[src/rtl/rs485_pkg.sv]
// Shared types and constants for the rs485_master bus master.
// Optional even-parity framing is enabled with the RS485_PARITY_EN macro.
package rs485_pkg;

  typedef enum logic [2:0] {
    IDLE  = 3'd0,
    TX    = 3'd1,
    GUARD = 3'd2,
    WAIT  = 3'd3,
    RX    = 3'd4
  } state_t;

  localparam int unsigned DATA_BITS = 32'd8;

`ifdef RS485_PARITY_EN
  localparam int unsigned FRAME_BITS = 32'd11;

  function automatic logic even_parity(input logic [DATA_BITS-1:0] d);
    return ^d;
  endfunction
`else
  localparam int unsigned FRAME_BITS = 32'd10;
`endif

  function automatic int unsigned baud_cnt_max(input int unsigned clk_freq,
                                               input int unsigned bps);
    return clk_freq / bps;
  endfunction

endpackage

[src/rtl/rs485_baud_cnt.sv]
// Bit-period counter shared by the TX, GUARD and RX phases; emits
// mid-bit and end-of-bit strobes while enabled.
module rs485_baud_cnt #(
  parameter int unsigned BAUD_CNT_MAX = 32'd5208
) (
  input  logic sys_clk,
  input  logic sys_rst,
  input  logic restart,
  input  logic en,
  output logic bit_mid,
  output logic bit_end
);

  localparam int unsigned CW = (BAUD_CNT_MAX > 32'd1) ? $clog2(BAUD_CNT_MAX) : 32'd1;
  localparam logic [CW-1:0] MID_VAL = CW'(BAUD_CNT_MAX / 32'd2 - 32'd1);
  localparam logic [CW-1:0] END_VAL = CW'(BAUD_CNT_MAX - 32'd1);

  logic [CW-1:0] r_cnt;

  // wrapping bit-period counter, forced to zero on each state entry
  always_ff @(posedge sys_clk or posedge sys_rst) begin
    if (sys_rst) begin
      r_cnt <= '0;
    end else if (restart) begin
      r_cnt <= '0;
    end else if (en) begin
      r_cnt <= (r_cnt == END_VAL) ? '0 : r_cnt + CW'(1);
    end else begin
      r_cnt <= r_cnt;
    end
  end

  assign bit_mid = en & (r_cnt == MID_VAL);
  assign bit_end = en & (r_cnt == END_VAL);

endmodule

[src/rtl/rs485_master.sv]
// Half-duplex RS485 master: sends one request frame, releases the bus, then
// waits for one response byte or a timeout. Optional macro: RS485_PARITY_EN.
module rs485_master
  import rs485_pkg::*;
#(
  parameter int unsigned CLK_FREQ     = 32'd50_000_000,
  parameter int unsigned UART_BPS     = 32'd9600,
  parameter int unsigned GUARD_BITS   = 32'd1,
  parameter int unsigned TIMEOUT_BITS = 32'd20
) (
  input  logic                 sys_clk,
  input  logic                 sys_rst,
  input  logic [DATA_BITS-1:0] req_data,
  input  logic                 req_valid,
  output logic                 req_ready,
  input  logic                 rx,
  output logic                 tx,
  output logic                 work_en,
  output logic [DATA_BITS-1:0] rsp_data,
  output logic                 rsp_valid,
  output logic                 rsp_frame_err,
  output logic                 rsp_timeout,
  output logic                 busy
);

  localparam int unsigned BAUD_CNT_MAX = baud_cnt_max(CLK_FREQ, UART_BPS);
  localparam logic [31:0] TO_LAST = 32'(TIMEOUT_BITS * BAUD_CNT_MAX - 32'd1);
  localparam int unsigned TXS_W = FRAME_BITS - 32'd1;

  state_t               r_state;
  state_t               w_next;
  logic                 r_rx_s1, r_rx_s2, r_rx_d;
  logic                 r_tx, r_work_en, r_busy, r_req_ready;
  logic [TXS_W-1:0]     r_tx_shift;
  logic [7:0]           r_bit_idx;
  logic [31:0]          r_to_cnt;
  logic [DATA_BITS-1:0] r_rx_shift;
  logic [DATA_BITS-1:0] r_rsp_data;
  logic                 r_rsp_valid, r_rsp_ferr, r_rsp_timeout;
`ifdef RS485_PARITY_EN
  logic                 r_rx_par;
`endif
  logic                 w_fall, w_bit_mid, w_bit_end, w_restart, w_baud_en;
  logic                 w_frame_last, w_guard_last;

  assign w_fall       = r_rx_d & ~r_rx_s2;
  assign w_frame_last = (r_bit_idx == 8'(FRAME_BITS - 32'd1));
  assign w_guard_last = (r_bit_idx == 8'(GUARD_BITS - 32'd1));
  assign w_restart    = (w_next != r_state);
  assign w_baud_en    = (r_state == TX) | (r_state == GUARD) | (r_state == RX);

  rs485_baud_cnt #(.BAUD_CNT_MAX(BAUD_CNT_MAX)) u_baud (
    .sys_clk (sys_clk),
    .sys_rst (sys_rst),
    .restart (w_restart),
    .en      (w_baud_en),
    .bit_mid (w_bit_mid),
    .bit_end (w_bit_end)
  );

  // state register
  always_ff @(posedge sys_clk or posedge sys_rst) begin
    if (sys_rst) r_state <= IDLE;
    else         r_state <= w_next;
  end

  // next-state logic; a start edge wins over a simultaneous timeout
  always_comb begin
    w_next = r_state;
    case (r_state)
      IDLE:  if (req_valid && r_req_ready) w_next = TX; else w_next = IDLE;
      TX:    if (w_bit_end && w_frame_last) w_next = (GUARD_BITS == 32'd0) ? WAIT : GUARD;
             else w_next = TX;
      GUARD: if (w_bit_end && w_guard_last) w_next = WAIT; else w_next = GUARD;
      WAIT:  if (w_fall) w_next = RX;
             else if (r_to_cnt >= TO_LAST) w_next = IDLE;
             else w_next = WAIT;
      RX: begin
        if (w_bit_mid && (r_bit_idx == 8'd0) && r_rx_s2) w_next = WAIT;
        else if (w_bit_mid && w_frame_last) w_next = IDLE;
        else w_next = RX;
      end
      default: w_next = IDLE;
    endcase
  end

  // datapath: synchroniser, serialiser, deserialiser, timeout and outputs
  always_ff @(posedge sys_clk or posedge sys_rst) begin
    if (sys_rst) begin
      r_rx_s1 <= 1'b1;  r_rx_s2 <= 1'b1;  r_rx_d <= 1'b1;
      r_tx <= 1'b1;  r_work_en <= 1'b0;  r_busy <= 1'b0;  r_req_ready <= 1'b1;
      r_tx_shift <= '1;  r_bit_idx <= 8'd0;  r_to_cnt <= 32'd0;
      r_rx_shift <= '0;  r_rsp_data <= '0;
      r_rsp_valid <= 1'b0;  r_rsp_ferr <= 1'b0;  r_rsp_timeout <= 1'b0;
`ifdef RS485_PARITY_EN
      r_rx_par <= 1'b0;
`endif
    end else begin
      r_rx_s1       <= rx;
      r_rx_s2       <= r_rx_s1;
      r_rx_d        <= r_rx_s2;
      r_busy        <= (w_next != IDLE);
      r_req_ready   <= (w_next == IDLE);
      r_rsp_valid   <= 1'b0;
      r_rsp_timeout <= 1'b0;
      case (r_state)
        IDLE: if (w_next == TX) begin
          r_tx      <= 1'b0;
          r_work_en <= 1'b1;
          r_bit_idx <= 8'd0;
`ifdef RS485_PARITY_EN
          r_tx_shift <= {1'b1, even_parity(req_data), req_data};
`else
          r_tx_shift <= {1'b1, req_data};
`endif
        end
        TX: if (w_bit_end) begin
          if (w_frame_last) begin
            r_tx      <= 1'b1;
            r_bit_idx <= 8'd0;
            if (w_next == WAIT) begin
              r_work_en <= 1'b0;
              r_to_cnt  <= 32'd0;
            end
          end else begin
            r_tx       <= r_tx_shift[0];
            r_tx_shift <= {1'b1, r_tx_shift[TXS_W-1:1]};
            r_bit_idx  <= r_bit_idx + 8'd1;
          end
        end
        GUARD: if (w_bit_end) begin
          if (w_guard_last) begin
            r_work_en <= 1'b0;
            r_to_cnt  <= 32'd0;
            r_bit_idx <= 8'd0;
          end else begin
            r_bit_idx <= r_bit_idx + 8'd1;
          end
        end
        WAIT: begin
          r_to_cnt  <= r_to_cnt + 32'd1;
          r_bit_idx <= 8'd0;
          if (w_next == IDLE) r_rsp_timeout <= 1'b1;
        end
        RX: begin
          // the timeout deadline keeps running through a false start
          r_to_cnt <= r_to_cnt + 32'd1;
          if (w_bit_mid) begin
            if (w_next == WAIT) begin
              r_bit_idx <= 8'd0;
            end else if (w_frame_last) begin
              r_rsp_data  <= r_rx_shift;
              r_rsp_valid <= 1'b1;
`ifdef RS485_PARITY_EN
              r_rsp_ferr <= ~r_rx_s2 | (r_rx_par ^ even_parity(r_rx_shift));
`else
              r_rsp_ferr <= ~r_rx_s2;
`endif
            end else begin
              r_bit_idx <= r_bit_idx + 8'd1;
              if ((r_bit_idx != 8'd0) && (r_bit_idx <= 8'(DATA_BITS)))
                r_rx_shift <= {r_rx_s2, r_rx_shift[DATA_BITS-1:1]};
`ifdef RS485_PARITY_EN
              else if (r_bit_idx == 8'(DATA_BITS + 32'd1))
                r_rx_par <= r_rx_s2;
`endif
            end
          end
        end
        default: r_bit_idx <= 8'd0;
      endcase
    end
  end

  assign tx            = r_tx;
  assign work_en       = r_work_en;
  assign busy          = r_busy;
  assign req_ready     = r_req_ready;
  assign rsp_data      = r_rsp_data;
  assign rsp_valid     = r_rsp_valid;
  assign rsp_frame_err = r_rsp_ferr;
  assign rsp_timeout   = r_rsp_timeout;

endmodule

[config.mk]
export PLATFORM = sky130hd
export DESIGN_NAME = rs485_master
export DESIGN_NICKNAME = d
export VERILOG_FILES = /design/src/rtl/rs485_pkg.sv /design/src/rtl/rs485_baud_cnt.sv /design/src/rtl/rs485_master.sv
export SDC_FILE = /design/constraint.sdc
export NUM_CORES = 1
export LEC_CHECK = 0
export BUFFER_PORTS_ARGS = -buffer_cell sky130_fd_sc_hd__buf_2
export CORE_ASPECT_RATIO = 1.2
export CORE_UTILIZATION = 60
export CTS_CLUSTER_DIAMETER = 100
export CTS_CLUSTER_SIZE = 28
export DETAILED_ROUTE_END_ITERATION = 12
export GPL_ROUTABILITY_DRIVEN = 0
export PLACE_DENSITY = 0.79
export SETUP_SLACK_MARGIN = 0.1
export SLEW_MARGIN = 20
export SYNTH_ARGS = -nofsm -noshare
export SYNTH_HDL_FRONTEND = slang
export SYNTH_SLANG_ARGS = --single-unit
[constraint.sdc]
create_clock -name sys_clk -period 3.75 [get_ports sys_clk]
set_input_delay 0.75 -clock sys_clk [delete_from_list [all_inputs] [get_ports sys_clk]]
set_output_delay 0.75 -clock sys_clk [all_outputs]
set_load 0.01 [all_outputs]
==> impl_metrics.env <==
export IMPL_status="complete, but fails checks"
export IMPL_violations="DRC"
export IMPL_ant_nets=0
export IMPL_cts_made_buffers=9
export IMPL_multi_input_area_um2=2460
export IMPL_via_count=4009
export IMPL_dp_cells=607
export IMPL_register_area_um2=2270
export IMPL_drive_gt1_share_pct=18.1
export IMPL_period_needed_ns=2.75
export IMPL_fp_dieW_um=84.1
export IMPL_async_flop_share_pct=100
export IMPL_critical_path_startpoint_type="flop"
export IMPL_antenna_found_initial=0
export IMPL_post_route_drc_count=2
export IMPL_worstPathRequired_ns=4.05
export IMPL_hold_buffers=0
export IMPL_post_cts_buffers=0
export IMPL_timing_fmax_mhz=364
export IMPL_relSlewSlack_pct=43.6
export IMPL_ir_drop_mv=0.391
export IMPL_clk_pin_slew_ns=0.09
export IMPL_core_um2=7750
export IMPL_critPathMaxStageDelay_ns=0.79
export IMPL_grt_use_total_pct=27.6
export IMPL_fillCellCount=588
export IMPL_crit_type="flop to flop"
export IMPL_port_buffers=26
export IMPL_cts_resized=0
export IMPL_grt_pass1_vias=3832
export IMPL_finalSetupViolations=0
export IMPL_critPathMaxFanout=15
export IMPL_final_nets=543
export IMPL_critPathBufInv=0
export IMPL_row_count=35
export IMPL_cp_arrival_ns=3.05
export IMPL_slew_viol_final=0
export IMPL_hold_viol_final=0
export IMPL_cts_tree="done"
export IMPL_syn_inst=499
export IMPL_holdCritPathClass="flop to flop"
export IMPL_ys_flop_type="dfrtp_1"
export IMPL_clock_path_buffers=2
export IMPL_ios=27
export IMPL_drtIter0Drc=365
export IMPL_min_period_over_period_pct=73.3
export IMPL_initial_core_util_pct=62.7
export IMPL_holdWs_ns=0.362
export IMPL_crit_family="compound AO/OA/AOI/OAI gates"
export IMPL_reg2reg_slack_ns=1.00
export IMPL_clock_latency_ns=0.36
export IMPL_synth_edf_count=0
export IMPL_synth_fp_nets=516
export IMPL_cellLeakagePower_nw=2.38
export IMPL_critPathCaptureType="flop"
export IMPL_dr_pass1_iters=10
export IMPL_wire_per_inst_um=17.6
export IMPL_vias_per_cell=6.43
export IMPL_cts_sinks=90
export IMPL_dieArea_um2=8460
export IMPL_drv_cap=0
export IMPL_netlist_area_um2=4860
export IMPL_tightest_slew_ns=0.845
export IMPL_utilization_pct=68.5
export IMPL_die_h_um=101
export IMPL_p_per_area_nw_per_um2=326
export IMPL_n_antenna_cell=0
export IMPL_yosys_register_bits=90
export IMPL_path_cells="nor4b_2, and3_1, a21oi_1, a2111oi_4, o32a_1"
export IMPL_syn2layout_area_growth_pct=9.33
export IMPL_grt_pass1_wl_um=18400
export IMPL_skew_ns=0.0109
export IMPL_placed_area_um2=5090
export IMPL_wl_um=10900
export IMPL_syn_avg_cell_area_um2=9.73
export IMPL_fin_area_um2=5310
export IMPL_yosys_warnings=0
export IMPL_fin_cells=623
export IMPL_fin_setup_tns_ns=0
export IMPL_synthDistinctLibCells=65
export IMPL_grt_start_max_net_pins=51
export IMPL_grt_ovfl_total=0
export IMPL_htree_levels=3
export IMPL_slowest_stage="a2111oi_4"
export IMPL_synth_seq_area_share_pct=46.7
export IMPL_rsz0062_at_grt="no"
export IMPL_dp_hpwl_um=7570
export IMPL_cts_root_buf="clkbuf_8"
layout make-up:
cell class | instances | area share (%)
multi-input cells | 378 | 46.3
flip-flops and latches | 90 | 42.7
repair buffers | 36 | 3.86
clock buffers | 10 | 2.40
well taps | 92 | 2.17
clock inverters | 6 | 1.70
inverters | 11 | 0.801
state kept, by name, indices dropped and copies added, names as in the netlist, 3 cells and up:
name,cells
r_tx_shift,8
r_to_cnt,32
u_baud.r_cnt,13
r_state,3
rsp_data,8
r_bit_idx,8
r_rx_shift,8
layout by cell type (no fill, tap or decap), types with 10 or more instances in the layout:
cell / count
nor2_1: 61
dfstp_2: 13
nand2_1: 44
a31oi_1: 13
a21oi_1: 19
nand4_1: 17
nand3_1: 24
xor2_1: 23
mux2_2: 17
buf_2: 26
buf_4: 10
dfrtp_1: 77
inv_1: 10
o21ai_0: 25
nor4_1: 11
metal layers:
| layer | up-vias | track usage [%] | routed length, um | share of wire (%) |
|---|---|---|---|---|
| met1 | 1953 | 34.4 | 4520 | 41 |
| li1 | 1871 | - | - | - |
| met3 | 24 | 4.10 | 583 | 5.3 |
| met2 | 161 | 47.9 | 5620 | 51 |
| met5 | - | 0 | 0 | 0 |
| met4 | 0 | 12.1 | 223 | 2.0 |
metrics by stage:
stage                     total power, W  worst slack (ns)
after floorplan                  0.00101             0.686
after global placement           0.00102              1.18
after detailed placement         0.00102              1.09
after CTS                        0.00174              1.03
after global routing             0.00178             0.765
final                            0.00173              1.00
logic make-up after synthesis:
logic type,synth area share [%]
flops,46.7
buf+inv,2.76
fa+ha+maj,1.29
simple gates,24.8
compound gates,13.7
xor+xnor,5.41
mux,5.38
synth_stat cells, types with 6 or more instances:
master / instances / share of area [%]
and2_1: 9 / 1.2
nand2_1: 44 / 3.4
and3_1: 9 / 1.2
mux2_2: 17 / 3.9
inv_1: 11 / 0.85
buf_2: 10 / 1.0
nand3_1: 24 / 2.5
a31oi_1: 13 / 1.7
dfstp_2: 13 / 7.0
nor4_1: 12 / 1.5
nand4_1: 17 / 2.2
xor2_1: 23 / 4.1
nor2_1: 61 / 4.7
dfrtp_1: 77 / 40
o21ai_0: 25 / 2.6
nor3_1: 9 / 0.93
xnor2_1: 7 / 1.3
clkbuf_1: 7 / 0.54
nor2b_1: 6 / 0.77
mux2i_1: 7 / 1.4
a21oi_1: 19 / 2.0
a22o_1: 7 / 1.3
report_power, final:
| part | total [W] | internal [W] | switching, W |
|---|---|---|---|
| logic | 0.0000284 | 0.00000653 | 0.0000219 |
| registers | 0.000975 | 0.000973 | 0.00000157 |
| clock network | 0.000729 | 0.000378 | 0.000350 |
| total | 0.00173 | 0.00136 | 0.000374 |
worst paths after layout:
| kind | depth (start not counted) | end | startpoint |
|---|---|---|---|
| worst max-delay path | 5 | r_tx_shift[7] | u_baud.r_cnt[7] |
| worst min-delay path | 0 | r_rx_s2 | r_rx_s1 |
| worst max register to register | 5 | r_tx_shift[7] | u_baud.r_cnt[7] |
| worst min register to register | 0 | r_rx_s2 | r_rx_s1 |
| max in group asynchronous | 3 | r_rx_d | sys_rst |
| min in group asynchronous | 2 | r_rx_shift[0] | sys_rst |
Power figures use the tool's default switching activity.
